`config.mk`:
```
export PLATFORM = sky130hd
export DESIGN_NAME = pushdly_ctrl_flat
export DESIGN_NICKNAME = d
export VERILOG_FILES = /design/src/rtl/pushdly_pkg.sv /design/src/rtl/pushdly_ctrl_if.sv /design/src/rtl/pushdly_ctrl.sv /design/src/flat_wrapper.sv
export SDC_FILE = /design/constraint.sdc
export NUM_CORES = 1
export LEC_CHECK = 0
export CAP_MARGIN = 20
export CORE_AREA = 3 3 57 54
export CTS_CLUSTER_DIAMETER = 60
export CTS_CLUSTER_SIZE = 24
export DETAILED_ROUTE_END_ITERATION = 16
export DIE_AREA = 0 0 60 57
export PLACE_DENSITY = 0.75
export SLEW_MARGIN = 20
export SYNTH_ARGS = -nofsm -noshare
export SYNTH_HDL_FRONTEND = slang
export SYNTH_SLANG_ARGS = --single-unit
```
`constraint.sdc`:
```
create_clock -name CLK -period 1.6 [get_ports CLK]
set_input_delay 0.4 -clock CLK [delete_from_list [all_inputs] [get_ports CLK]]
set_output_delay 0.4 -clock CLK [all_outputs]
set_load 0.05 [all_outputs]
```
`src/rtl/pushdly_pkg.sv`:
```
// Shared widths, latency offset and FSM state encoding for the pushdly delay-change controller.
package pushdly_pkg;

    localparam int PD_LAT_OFS = 3;
    localparam int PD_DLY_W   = 5;
    localparam int CNT_W      = 6;

    typedef enum logic [1:0] {
        ST_IDLE  = 2'd0,
        ST_DRAIN = 2'd1,
        ST_LOAD  = 2'd2,
        ST_FLUSH = 2'd3
    } state_e;

endpackage

```
`src/rtl/pushdly_ctrl_if.sv`:
```
// Config-register side of pushdly_ctrl: req/ack delay-change handshake, BUSY and FSM state for debug.
interface pushdly_ctrl_if;
    import pushdly_pkg::*;

    // Handshake: requester raises DLY_REQ with DLY_VAL and holds REQ until the one-cycle
    // DLY_ACK pulse; DLY_VAL is latched on acceptance and REQ seen during the ack cycle is ignored.
    logic                DLY_REQ;
    logic [PD_DLY_W-1:0] DLY_VAL;
    logic                DLY_ACK;
    logic                BUSY;
    state_e              DBG_STATE;

    modport master (output DLY_REQ, output DLY_VAL, input DLY_ACK, input BUSY, input DBG_STATE);
    modport slave  (input DLY_REQ, input DLY_VAL, output DLY_ACK, output BUSY, output DBG_STATE);

endinterface

```
`src/rtl/pushdly_ctrl.sv`:
```
// Run-time delay-change sequencer for one pushdly channel: drain old pulses, load DELAY, mask stale SRL output.
// Optional dropped-pulse counter on DROP_CNT is built when PUSHDLY_DROP_CNT_EN is defined.
module pushdly_ctrl
    import pushdly_pkg::*;
#(
    parameter logic [PD_DLY_W-1:0] DEF_DLY   = 5'd0,
    parameter logic [CNT_W-1:0]    FLUSH_LEN = 6'd35
) (
    input  logic                CLK,
    input  logic                RST_N,
    pushdly_ctrl_if.slave       cfg,
    input  logic                DIN,
    output logic                PD_DIN,
    output logic [PD_DLY_W-1:0] PD_DELAY,
    input  logic                PD_DOUT,
    output logic                DOUT
`ifdef PUSHDLY_DROP_CNT_EN
    ,
    output logic [7:0]          DROP_CNT
`endif
);

    state_e              state, state_nxt;
    logic [CNT_W-1:0]    cnt, cnt_nxt;
    logic [PD_DLY_W-1:0] pend, pend_nxt;
    logic [PD_DLY_W-1:0] dly_q, dly_nxt;
    logic                ack_q, ack_nxt;

    always_ff @(posedge CLK or negedge RST_N) begin
        if (!RST_N) begin
            state <= ST_IDLE;
            cnt   <= '0;
            pend  <= DEF_DLY;
            dly_q <= DEF_DLY;
            ack_q <= 1'b0;
        end else begin
            state <= state_nxt;
            cnt   <= cnt_nxt;
            pend  <= pend_nxt;
            dly_q <= dly_nxt;
            ack_q <= ack_nxt;
        end
    end

    // In DRAIN, cnt holds the number of drain cycles still to run (old DELAY+3 in total).
    always_comb begin
        state_nxt = state;
        cnt_nxt   = cnt;
        pend_nxt  = pend;
        dly_nxt   = dly_q;
        ack_nxt   = 1'b0;
        case (state)
            ST_IDLE: begin
                if (cfg.DLY_REQ && !ack_q) begin
                    if (cfg.DLY_VAL == dly_q) begin
                        ack_nxt = 1'b1;
                    end else begin
                        pend_nxt  = cfg.DLY_VAL;
                        cnt_nxt   = CNT_W'(dly_q) + CNT_W'(PD_LAT_OFS);
                        state_nxt = ST_DRAIN;
                    end
                end
            end
            ST_DRAIN: begin
                cnt_nxt = cnt - 1'b1;
                if (cnt == CNT_W'(1)) state_nxt = ST_LOAD;
            end
            ST_LOAD: begin
                dly_nxt   = pend;
                cnt_nxt   = FLUSH_LEN - 1'b1;
                state_nxt = ST_FLUSH;
            end
            ST_FLUSH: begin
                cnt_nxt = cnt - 1'b1;
                if (cnt == '0) begin
                    state_nxt = ST_IDLE;
                    ack_nxt   = 1'b1;
                end
            end
            default: state_nxt = ST_IDLE;
        endcase
    end

    assign PD_DIN        = DIN & (state == ST_IDLE);
    assign DOUT          = PD_DOUT & (state != ST_FLUSH);
    assign PD_DELAY      = dly_q;
    assign cfg.DLY_ACK   = ack_q;
    assign cfg.BUSY      = (state != ST_IDLE);
    assign cfg.DBG_STATE = state;

`ifdef PUSHDLY_DROP_CNT_EN
    logic [7:0] drop_q;

    always_ff @(posedge CLK or negedge RST_N) begin
        if (!RST_N) begin
            drop_q <= '0;
        end else if (DIN && (state != ST_IDLE) && (drop_q != 8'hFF)) begin
            drop_q <= drop_q + 8'd1;
        end
    end

    assign DROP_CNT = drop_q;
`endif

endmodule
```
`src/flat_wrapper.sv`:
```
// flat-port wrapper written by rule: the top's interface ports become plain ports
module pushdly_ctrl_flat import pushdly_pkg::*;
#(
    parameter logic [PD_DLY_W-1:0] DEF_DLY   = 5'd0,
    parameter logic [CNT_W-1:0]    FLUSH_LEN = 6'd35
)
  (CLK, RST_N, DIN, PD_DIN, PD_DELAY, PD_DOUT, DOUT, cfg_DLY_REQ, cfg_DLY_VAL, cfg_DLY_ACK, cfg_BUSY, cfg_DBG_STATE);
  pushdly_ctrl_if cfg_i ();
  input  logic CLK;
  input  logic RST_N;
  input  logic DIN;
  output logic PD_DIN;
  output logic [PD_DLY_W-1:0] PD_DELAY;
  input  logic PD_DOUT;
  output logic DOUT;
  input wire logic [$bits(cfg_i.DLY_REQ)-1:0] cfg_DLY_REQ;
  input wire logic [$bits(cfg_i.DLY_VAL)-1:0] cfg_DLY_VAL;
  output wire logic [$bits(cfg_i.DLY_ACK)-1:0] cfg_DLY_ACK;
  output wire logic [$bits(cfg_i.BUSY)-1:0] cfg_BUSY;
  output wire logic [$bits(cfg_i.DBG_STATE)-1:0] cfg_DBG_STATE;
  assign cfg_i.DLY_REQ = cfg_DLY_REQ;
  assign cfg_i.DLY_VAL = cfg_DLY_VAL;
  assign cfg_DLY_ACK = cfg_i.DLY_ACK;
  assign cfg_BUSY = cfg_i.BUSY;
  assign cfg_DBG_STATE = cfg_i.DBG_STATE;
  pushdly_ctrl #(.DEF_DLY(DEF_DLY), .FLUSH_LEN(FLUSH_LEN)) u_core (.CLK(CLK), .RST_N(RST_N), .cfg(cfg_i), .DIN(DIN), .PD_DIN(PD_DIN), .PD_DELAY(PD_DELAY), .PD_DOUT(PD_DOUT), .DOUT(DOUT));
endmodule
```
==> flow_summary.toml <==
[logic_synthesis]
syn_nets = 135
ys_types = 30
synth_area_mm2 = 0.00114
synth_seq_area_share_pct = 41.6
yosys_warnings = 0
ys_ff_latch = 19
synthCells = 116
syn_area_per_cell_um2 = 9.85

[die]
io_pins = 21
rows = 17
core_area_mm2 = 0.00247
die_h_um = 57
die_w_um = 60
die-area_mm2 = 0.00342
start_util_pct = 46.3

[layout]
final.fill_count = 160
final_common_cell = "buf_4"
regArea_um2 = 483
drive_gt1_share_pct = 51.2
insertedDiodeCount = 0
multiInputGateArea_um2 = 759
area_growth_pct = 63.9
nets = 184
mostFrequentLayoutCells = "buf_4 (22), dfrtp_1 (13), buf_12 (11)"

[power]
swShare_pct = 44.6
power.switching_uw = 2040
powerDensity_mw_per_mm2 = 2440
p_seq_share_pct = 20.2
comb_power_share_pct = 74.0
pwr-share-clk_pct = 5.8
power_uw = 4570
power_leakage_uw = 0.000791
p_int_uw = 2530
peakVddDrop_mv = 2.21

[worst_setup_path]
r2r-end = "u_core.cfg.DBG_STATE[1]$_DFFE_PN0P_"
path_cells = "inv_4 > ha_4 > clkinvlp_4 > buf_12"
critPathKind = "reg -> out"
cpMaxStageDelayCell = "dfrtp_2"
crit_path_end_kind = "output pin"
critPathLaunchType = "flip-flop"
cp.arrival_ps = 1320
critPathMaxStageDelay_ps = 460
crit_fanout = 5
r2r_slack_ps = -60
r2r_cells = 7
r2r_start = "u_core.cfg.DBG_STATE[1]$_DFFE_PN0P_"
worst_ep_required_time_ps = 1200

[clock_network]
cts_buffer_depth = 2
clock-sinks = 19
cts_max_level = 1
clk_pin_slew_ps = 120
clock_latency_ps = 320
postCtsHoldBufs = 0
cts_buffers = 3
cts_tree = "done"
clock-root-buffer = "clkbuf_4"

[timing]
finalCriticalPeriod_ps = 1720
max-slew-margin-rel_pct = 78.7
grt_setup_unrepaired = "yes"
hold_viol = 0
fin_skew_ps = 5.63
tightest_slew_ps = 320
timing.hold.ws_ps = 405
maxSlewViolCount = 0
timing.fmax_mhz = 580
setup_slack_ps = -124
fin_crit_sh_pct = 108
setup_viol = 9

[detailed_routing]
ant_nets = 0
drc = 0
wl_per_cell_um = 15.7
drt_iter0_drc = 18
drt_pass1_iterations = 4
route.met2.wl_um = 1540
vias_per_cell = 5.34
drt_wl_total_um = 3020
drt-met1-wl_um = 1240
wl_met3_um = 140
top_layer_used = "met4"
dr_total_vias = 1026

[global_route]
grt_pass1_wl_um = 4990
grt_pass1_vias = 1091
grt_usage_pct = 19.5
antenna_found_initial = 0
grt_overflow = 0
grt_max_degree = 20

[placed_design]
hpwl_um = 2020
gp_congestion = 0.848
port_buffers = 20

[status]
violations = "negative setup slack"
outcome = "complete, but fails checks"

[min_path]
min-delay-path-class = "in -> async"

[job]
cap_violations = 0
## layout make-up
class / count / share of cell area [%]
clock inverters: 1 / 0.267
clock buffers: 3 / 1.20
inverters: 7 / 1.87
well taps: 28 / 1.87
multi-input cells: 87 / 40.6
flip-flops and latches: 19 / 25.8
repair buffers: 47 / 28.4
## cells by family after synthesis
family / share of synthesized area (%)
compound gates: 13.4
fa+ha+maj: 9.86
flops: 41.6
buf+inv: 3.40
mux: 9.75
simple gates: 15.9
xor+xnor: 6.13
## critical path, delay by kind of cell (launching register included)
family	cells	cell delay (ps)
flip-flops	1	460
buffers and inverters	3	370
adder cells (fa/ha/maj)	1	170
## metrics by stage
stage          instances  utilization, %  area, um2  worst slack, ps  setup TNS (ps)
4_1_cts              188            71.7       1770             -121            -432
3_3_place_gp         175            66.1       1630             -353           -3740
2_1_floorplan        116               -       1190             -256           -1190
6_report             192            75.9       1870             -124            -532
3_5_place_dp         175            66.1       1630             -352           -3880
5_1_grt              192            75.9       1870             -178           -1150
## power by group through the flow
stage                     Combinational, uW  Clock [uW]  Sequential [uW]
after detailed placement               2750           0              943
final                                  3380         264              923
after global placement                 2680           0              931
after CTS                              3030         265              912
after global routing                   3620         293              950
after floorplan                        1280           0             1270
## sequential cells by signal, indices dropped and copies added (netlist names)
register / flops
u_core.cnt: 6
u_core.cfg.DLY_ACK: 1
u_core.PD_DELAY: 5
u_core.pend: 5
u_core.cfg.DBG_STATE: 2
## synth_stat cells
master,count,area (um2)
dfrtp_1,19,475
o21ai_0,12,60.1
nand2_1,10,37.5
ha_1,9,113
mux2_2,8,90.1
a21oi_1,7,35.0
inv_1,7,26.3
nor2_1,7,26.3
xnor2_1,7,61.3
nand3_1,4,20.0
nor3_1,4,20.0
nor2b_1,3,18.8
clkbuf_1,2,7.51
a221oi_2,1,15.0
a311oi_1,1,8.76
and2_1,1,6.26
buf_2,1,5.00
mux2_1,1,11.3
mux2i_1,1,10.0
nand2b_1,1,6.26
nand4_1,1,6.26
nor2_2,1,6.26
nor4_1,1,6.26
nor4_4,1,21.3
o21ba_2,1,10.0
o21bai_1,1,7.51
o22ai_1,1,6.26
o32a_1,1,10.0
or3_1,1,6.26
xor2_1,1,8.76
## repair_timing
action                                  CTS  global route
resized for setup                        12            25
setup buffers                             8             4
endpoints found under the setup margin   10            12
pin swaps                                 6             5
cloned                                    1             0
## worst max-delay path by stage
stage                                        start                                   to  slack, ps  cells after the start
3_5_place_dp                        cfg_DLY_VAL[0]           u_core.pend[0]$_DFFE_PN0P_       -350                      6
6_report       u_core.cfg.DBG_STATE[1]$_DFFE_PN0P_                             cfg_BUSY       -120                      4
2_1_floorplan  u_core.cfg.DBG_STATE[0]$_DFFE_PN0P_  u_core.cfg.DBG_STATE[1]$_DFFE_PN0P_       -260                      6
3_3_place_gp                        cfg_DLY_VAL[2]  u_core.cfg.DBG_STATE[1]$_DFFE_PN0P_       -350                      6
5_1_grt        u_core.cfg.DBG_STATE[1]$_DFFE_PN0P_                             cfg_BUSY       -180                      4
4_1_cts        u_core.cfg.DBG_STATE[0]$_DFFE_PN0P_                               PD_DIN       -120                      4
## routing by layer
metal	GRT usage, %	vias up
met5	0	-
met4	6.96	0
met3	6.56	12
met2	33.3	25
met1	22.4	491
li1	-	498
Power figures use the tool's default switching activity.
